### src/rtl/axil_reg_file.sv
// AXI-Lite slave register file: NUM_REGS registers, per-register RW/RO mode and reset
// value, byte-strobe writes, all values exported together with per-register write pulses.

module svc_skidbuf #(
   parameter int unsigned WIDTH = 8
) (
   input  logic             clk,
   input  logic             rst_n,
   input  logic             in_valid,
   output logic             in_ready,
   input  logic [WIDTH-1:0] in_data,
   output logic             out_valid_c,
   input  logic             out_ready,
   output logic [WIDTH-1:0] out_data_c
);

   logic             empty;
   logic [WIDTH-1:0] buf_data;

   // One-entry buffer: passes straight through when empty, captures a beat the consumer refused
   always_ff @(posedge clk or negedge rst_n) begin
      if (!rst_n) begin
         empty    <= 1'b1;
         buf_data <= '0;
      end else if (!empty) begin
         if (out_ready) empty <= 1'b1;
      end else if (in_valid && !out_ready) begin
         empty    <= 1'b0;
         buf_data <= in_data;
      end
   end

   assign in_ready    = empty;
   assign out_valid_c = !empty || in_valid;
   assign out_data_c  = empty ? in_data : buf_data;

endmodule

module axil_reg_file #(
   parameter int unsigned NUM_REGS        = 8,
   parameter int unsigned AXIL_ADDR_WIDTH = 32,
   parameter int unsigned AXIL_DATA_WIDTH = 32,
   parameter int unsigned AXIL_STRB_WIDTH = AXIL_DATA_WIDTH / 8,
   parameter logic [NUM_REGS-1:0]                 REG_RW     = '1,
   parameter logic [NUM_REGS*AXIL_DATA_WIDTH-1:0] RESET_VALS = '0
) (
   input  logic                                 clk,
   input  logic                                 rst_n,

   output logic [NUM_REGS*AXIL_DATA_WIDTH-1:0]  reg_val,
   input  logic [NUM_REGS*AXIL_DATA_WIDTH-1:0]  ro_val,
   output logic [NUM_REGS-1:0]                  wr_pulse,

   input  logic [AXIL_ADDR_WIDTH-1:0]           s_axil_awaddr,
   input  logic                                 s_axil_awvalid,
   output logic                                 s_axil_awready,
   input  logic [AXIL_DATA_WIDTH-1:0]           s_axil_wdata,
   input  logic [AXIL_STRB_WIDTH-1:0]           s_axil_wstrb,
   input  logic                                 s_axil_wvalid,
   output logic                                 s_axil_wready,
   output logic                                 s_axil_bvalid,
   output logic [1:0]                           s_axil_bresp,
   input  logic                                 s_axil_bready,

   input  logic [AXIL_ADDR_WIDTH-1:0]           s_axil_araddr,
   input  logic                                 s_axil_arvalid,
   output logic                                 s_axil_arready,
   output logic                                 s_axil_rvalid,
   output logic [AXIL_DATA_WIDTH-1:0]           s_axil_rdata,
   output logic [1:0]                           s_axil_rresp,
   input  logic                                 s_axil_rready
);

   localparam int unsigned DW     = AXIL_DATA_WIDTH;
   localparam int unsigned SW     = AXIL_STRB_WIDTH;
   localparam int unsigned ASHIFT = $clog2(DW / 8);
   localparam int unsigned IW     = AXIL_ADDR_WIDTH - ASHIFT;

   localparam logic [1:0] RESP_OKAY   = 2'b00;
   localparam logic [1:0] RESP_SLVERR = 2'b10;
   localparam logic [1:0] RESP_DECERR = 2'b11;

   logic [IW-1:0]    aw_idx;
   logic [IW-1:0]    ar_idx;
   logic             aw_v;
   logic             w_v;
   logic             ar_v;
   logic [DW+SW-1:0] w_payload;
   logic [DW-1:0]    w_data;
   logic [SW-1:0]    w_strb;

   logic             wr_commit_c;
   logic             rd_commit_c;
   logic             aw_in_range_c;
   logic             aw_is_rw_c;
   logic             ar_in_range_c;
   logic [NUM_REGS-1:0] wr_hit_c;
   logic [1:0]       bresp_next_c;
   logic [1:0]       rresp_next_c;
   logic [DW-1:0]    rdata_next_c;

   logic [DW-1:0]    regs     [NUM_REGS];
   logic [DW-1:0]    reg_next [NUM_REGS];

   // Low address bits select bytes within a register and carry no information here
   logic unused_inputs;
   assign unused_inputs = ^{s_axil_awaddr[ASHIFT-1:0], s_axil_araddr[ASHIFT-1:0], ro_val};

   svc_skidbuf #(.WIDTH(IW)) u_aw_buf (
      .clk         (clk),
      .rst_n       (rst_n),
      .in_valid    (s_axil_awvalid),
      .in_ready    (s_axil_awready),
      .in_data     (s_axil_awaddr[AXIL_ADDR_WIDTH-1:ASHIFT]),
      .out_valid_c (aw_v),
      .out_ready   (wr_commit_c),
      .out_data_c  (aw_idx)
   );

   svc_skidbuf #(.WIDTH(DW + SW)) u_w_buf (
      .clk         (clk),
      .rst_n       (rst_n),
      .in_valid    (s_axil_wvalid),
      .in_ready    (s_axil_wready),
      .in_data     ({s_axil_wdata, s_axil_wstrb}),
      .out_valid_c (w_v),
      .out_ready   (wr_commit_c),
      .out_data_c  (w_payload)
   );

   svc_skidbuf #(.WIDTH(IW)) u_ar_buf (
      .clk         (clk),
      .rst_n       (rst_n),
      .in_valid    (s_axil_arvalid),
      .in_ready    (s_axil_arready),
      .in_data     (s_axil_araddr[AXIL_ADDR_WIDTH-1:ASHIFT]),
      .out_valid_c (ar_v),
      .out_ready   (rd_commit_c),
      .out_data_c  (ar_idx)
   );

   assign w_data = w_payload[SW +: DW];
   assign w_strb = w_payload[SW-1:0];

   // Write decode and byte merge
   always_comb begin
      wr_commit_c   = aw_v && w_v && (!s_axil_bvalid || s_axil_bready);
      aw_in_range_c = 1'b0;
      aw_is_rw_c    = 1'b0;
      wr_hit_c      = '0;
      for (int i = 0; i < int'(NUM_REGS); i++) begin
         if (aw_idx == IW'(i)) begin
            aw_in_range_c = 1'b1;
            aw_is_rw_c    = REG_RW[i];
         end
      end
      for (int i = 0; i < int'(NUM_REGS); i++) begin
         wr_hit_c[i] = wr_commit_c && REG_RW[i] && (aw_idx == IW'(i));
      end
      for (int i = 0; i < int'(NUM_REGS); i++) begin
         reg_next[i] = regs[i];
         if (wr_hit_c[i]) begin
            for (int k = 0; k < int'(SW); k++) begin
               if (w_strb[k]) reg_next[i][k*8 +: 8] = w_data[k*8 +: 8];
            end
         end
      end
      if (!aw_in_range_c)  bresp_next_c = RESP_DECERR;
      else if (aw_is_rw_c) bresp_next_c = RESP_OKAY;
      else                 bresp_next_c = RESP_SLVERR;
   end

   // Read mux; uses reg_next so a same-edge write is what the read sees
   always_comb begin
      rd_commit_c   = ar_v && (!s_axil_rvalid || s_axil_rready);
      ar_in_range_c = 1'b0;
      rdata_next_c  = '0;
      for (int i = 0; i < int'(NUM_REGS); i++) begin
         if (ar_idx == IW'(i)) begin
            ar_in_range_c = 1'b1;
            rdata_next_c  = REG_RW[i] ? reg_next[i] : ro_val[i*DW +: DW];
         end
      end
      rresp_next_c = ar_in_range_c ? RESP_OKAY : RESP_DECERR;
   end

   always_ff @(posedge clk or negedge rst_n) begin
      if (!rst_n) begin
         for (int i = 0; i < int'(NUM_REGS); i++) begin
            regs[i] <= REG_RW[i] ? RESET_VALS[i*DW +: DW] : '0;
         end
         wr_pulse      <= '0;
         s_axil_bvalid <= 1'b0;
         s_axil_bresp  <= RESP_OKAY;
         s_axil_rvalid <= 1'b0;
         s_axil_rresp  <= RESP_OKAY;
         s_axil_rdata  <= '0;
      end else begin
         for (int i = 0; i < int'(NUM_REGS); i++) begin
            regs[i] <= reg_next[i];
         end
         wr_pulse <= wr_hit_c;
         if (wr_commit_c) begin
            s_axil_bvalid <= 1'b1;
            s_axil_bresp  <= bresp_next_c;
         end else if (s_axil_bready) begin
            s_axil_bvalid <= 1'b0;
         end
         if (rd_commit_c) begin
            s_axil_rvalid <= 1'b1;
            s_axil_rresp  <= rresp_next_c;
            s_axil_rdata  <= rdata_next_c;
         end else if (s_axil_rready) begin
            s_axil_rvalid <= 1'b0;
         end
      end
   end

   // RO slices mirror the live input
   always_comb begin
      reg_val = '0;
      for (int i = 0; i < int'(NUM_REGS); i++) begin
         reg_val[i*DW +: DW] = REG_RW[i] ? regs[i] : ro_val[i*DW +: DW];
      end
   end

endmodule

### config.mk
export PLATFORM = sky130hd
export DESIGN_NAME = axil_reg_file
export DESIGN_NICKNAME = d
export VERILOG_FILES = /design/src/rtl/axil_reg_file.sv
export SDC_FILE = /design/constraint.sdc
export NUM_CORES = 1
export LEC_CHECK = 0
export ABC_AREA = 1
export CORE_AREA = 2 2 262 264
export DETAILED_ROUTE_END_ITERATION = 16
export DIE_AREA = 0 0 264 266
export PLACE_DENSITY = 0.54
export RECOVER_POWER = 25
export SYNTH_ARGS = -nofsm -noshare
export SYNTH_HDL_FRONTEND = slang
export SYNTH_SLANG_ARGS = --single-unit
### constraint.sdc
create_clock -name clk -period 3.2 [get_ports clk]
set_input_delay 0.32 -clock clk [delete_from_list [all_inputs] [get_ports clk]]
set_output_delay 0.32 -clock clk [all_outputs]
set_load 0.01 [all_outputs]
==> metrics.txt <==
DR pass1 iterations=5; Slew HR=-14.9%; Placer Congestion=0.874; Power Dens Cells=545 nW/um2; number of diodes=0; Synth area leader=dfrtp_1; starting density of the core=30.7%; routed len/inst=20.7 um; Filler Cell Count=7011; Final setup viols=0; Critical Path End Type=register; RSZ-0062 raised after global routing=yes; Worst-Skew Late Latency=0.60 ns; clock-pin slew on the worst setup and hold paths=0.06 ns; Cell Area, Synth=20800 um2; first-pass GRT wire length=131000 um; Initial DRC Count=1791; root buf cell=clkbuf_16; Synth area leaders=dfrtp_1, nand2_1, o21ai_0; share of the synthesized area in the top cell type=47.7%; Final Routed Wirelength=~88000 um; DR vias=roughly 21k; Tightest Hold Check Type=in -> reg; remaining global-route overflow=0; Most Frequent Cell on Critical Path=nand2_1; Internal=10400 uW; crit-path max FO=20; post-synthesis cell count=2858; Slew Viols, Final=60; IO buf count=407; peak supply drop=0.000375 V; Die Area=~70000 um2; register area=9990 um2; clock share of power=approximately 36%; Die X=between 200 and 300 um; Core Region=67700 um2; row cnt=96; Logic pwr share=between 20% and 30%; Seq cells post-synth=399; net switching power=5280 uW; CTS tree=yes; num ports=~670; number of global-route vias before repair=20.4k; Sequential Power Share=37.7%; Unique masters post-synth=37; Worst Setup Path Type=reg -> reg; register area share after synthesis=48.1%; Max Cap Viol=1; Die Y=~270 um; CTS max path bufs=3; final hold viol count=0; CP Cell Sequence=buf_4 > nand2_1 > nand2_1 > nand2_1 > nor2_1 > nand2_1 > nor2_2 > nand3_2 > buf_12 > nand2_1 > nand2_1 > nand2_1 > nand3_1 > nor3_2 > buf_4 > nand4_1 > nand2_1 > nand2_1; critical path's largest stage delay=just over 0.6 ns; Leakage=0.0147 uW; Vias per Instance=slightly below 5; fin util=a little over two fifths; Max Freq=around 330 MHz; synth warn=0; minimum clock period=3.01 ns; area of the multi-input gates=9160 um2; Critical Path Start Type=register; CTS Buf Count=49; Worst-Margin Slew=1.72 ns; Worst EP arrival=3.50 ns; status=finished with violations; # DRC=0; GRT Util Overall=24.8%; Layout area overhead=38.5%; required time worst endpoint=between 3 and 4 ns; number of antenna violations at the first check in global routing=0; most common cell after layout, fill and taps aside=nand2_1; DRT antenna net count=0; NumNets Final=3721; pin count of the biggest net entering global routing=81; sw frac=33.7%; Clock Skews=0.0220 ns; clk sinks=399; Post-Syn Area per Cell=around 7.3 um2; layout cells sized above 1=between 10% and 20%; H-tree levels=2; commonest non-fill, non-tap cells in the layout=nand2_1, clkdlybuf4s50_1, dfrtp_1, o21ai_0, inv_1; syn nets=3221; detailed placer's ending HPWL=between 60000 and 70000 um; failing checks=max-capacitance violations, max-slew violations; crit share post-route=94.1%; Total Power=15700 uW; CP max stage cell=dfstp_2
repair_timing:
item / CTS / global route
hold buffers: 1 / 0
endpoints found under the hold margin: 53 / 0
setup buffers: 0 / 4
endpoints found under the setup margin: 0 / 24
gates resized for setup: 0 / 7
worst max-delay path: cells and delay by family, from the launching register on:
family	cells	cell delay, ns
flops	1	0.61
buf+inv	3	0.58
simple gates	15	1.71
metrics by stage:
| step | hold slack, ns | instance area [um2] | setup TNS (ns) | instances | setup WS (ns) |
|---|---|---|---|---|---|
| global route | 0.318 | 28800 | -0.0442 | 4277 | -0.0442 |
| global placement | 0.332 | 27100 | 0 | 4184 | 0.0562 |
| detailed placement | 0.332 | 27100 | 0 | 4184 | 0.0758 |
| CTS | 0.270 | 28800 | 0 | 4273 | 0.0724 |
| floorplan | 0.0244 | 20800 | 0 | 2858 | 0.736 |
| finish | 0.301 | 28800 | 0 | 4277 | 0.190 |
power groups by stage:
stage	combinational [uW]	clock [uW]	sequential [uW]
floorplan	2160	0	5910
global placement	4050	0	5970
detailed placement	4080	0	5980
CTS	4100	5830	5900
global route	4470	6030	5960
finish	4060	5710	5910
cell type report:
class | count | area share [%]
clock buffers | 74 | 5.22
clock inverters | 14 | 0.465
inverters | 269 | 3.52
multi-input cells | 2034 | 31.8
flip-flops and latches | 399 | 34.7
well taps | 882 | 3.84
repair buffers | 605 | 20.4
worst paths after layout:
kind                                             end              start  cells past startpoint  slack [ns]
worst min-delay path            u_w_buf.buf_data[10]    s_axil_wdata[6]                      3        0.30
worst max-delay path                s_axil_rdata[14]  u_aw_buf.in_ready                     18        0.19
max in group asynchronous                reg_val[89]              rst_n                      3        0.49
worst max register to register      s_axil_rdata[14]  u_aw_buf.in_ready                     18        0.19
min in group asynchronous               reg_val[241]              rst_n                      2        0.73
worst min register to register      s_axil_rdata[18]   s_axil_rdata[18]                      2        0.48
state kept, by name, indices dropped and copies added, names as in the netlist:
| register | count |
|---|---|
| s_axil_rdata | 32 |
| s_axil_bresp | 1 |
| u_aw_buf.buf_data | 30 |
| s_axil_rresp | 1 |
| s_axil_bvalid | 1 |
| u_ar_buf.in_ready | 1 |
| s_axil_rvalid | 1 |
| u_w_buf.in_ready | 1 |
| u_w_buf.buf_data | 36 |
| reg_val | 256 |
| wr_pulse | 8 |
| u_ar_buf.buf_data | 30 |
| u_aw_buf.in_ready | 1 |
cells by family after synthesis:
logic type | after synthesis | share of synthesized area, %
and+or+nand+nor | 1632 | 33.2
muxes | 22 | 1.19
buffers and inverters | 425 | 8.14
AOI/OAI and AO/OA | 380 | 9.43
DFF | 399 | 48.1
synthesized netlist by cell type:
| master | instances |
|---|---|
| o211ai_1 | 1 |
| inv_2 | 10 |
| buf_4 | 9 |
| nand4_1 | 136 |
| o21ai_0 | 263 |
| nor2_1 | 69 |
| a22o_1 | 1 |
| inv_1 | 251 |
| nand3_2 | 2 |
| nor4_1 | 2 |
| clkinv_1 | 5 |
| dfrtp_1 | 396 |
| nand3_1 | 159 |
| nand3_4 | 1 |
| nor2_4 | 5 |
| nor2_2 | 9 |
| nand2_1 | 1205 |
| nand2_4 | 4 |
| and3_1 | 1 |
| o21ai_1 | 14 |
| buf_6 | 2 |
| nor3_1 | 26 |
| nor2_8 | 1 |
| buf_1 | 12 |
| o31ai_1 | 1 |
| nand3b_1 | 6 |
| o22ai_2 | 1 |
| clkinv_2 | 3 |
| buf_2 | 34 |
| nand2_2 | 4 |
| or2_2 | 1 |
| clkbuf_1 | 99 |
| nor3_4 | 1 |
| dfstp_2 | 3 |
| a21oi_1 | 67 |
| o22ai_1 | 32 |
| mux2_2 | 22 |
metal layers:
metal / vias to the layer above / track usage [%] / routed length (um)
met1: 10000 / 30.7 / 35900
met2: 737 / 42.1 / 42500
met4: 0 / 9.31 / 3400
met5: - / 0 / 0
li1: 10200 / - / -
met3: 144 / 5.69 / 6610
Power figures use the tool's default switching activity.
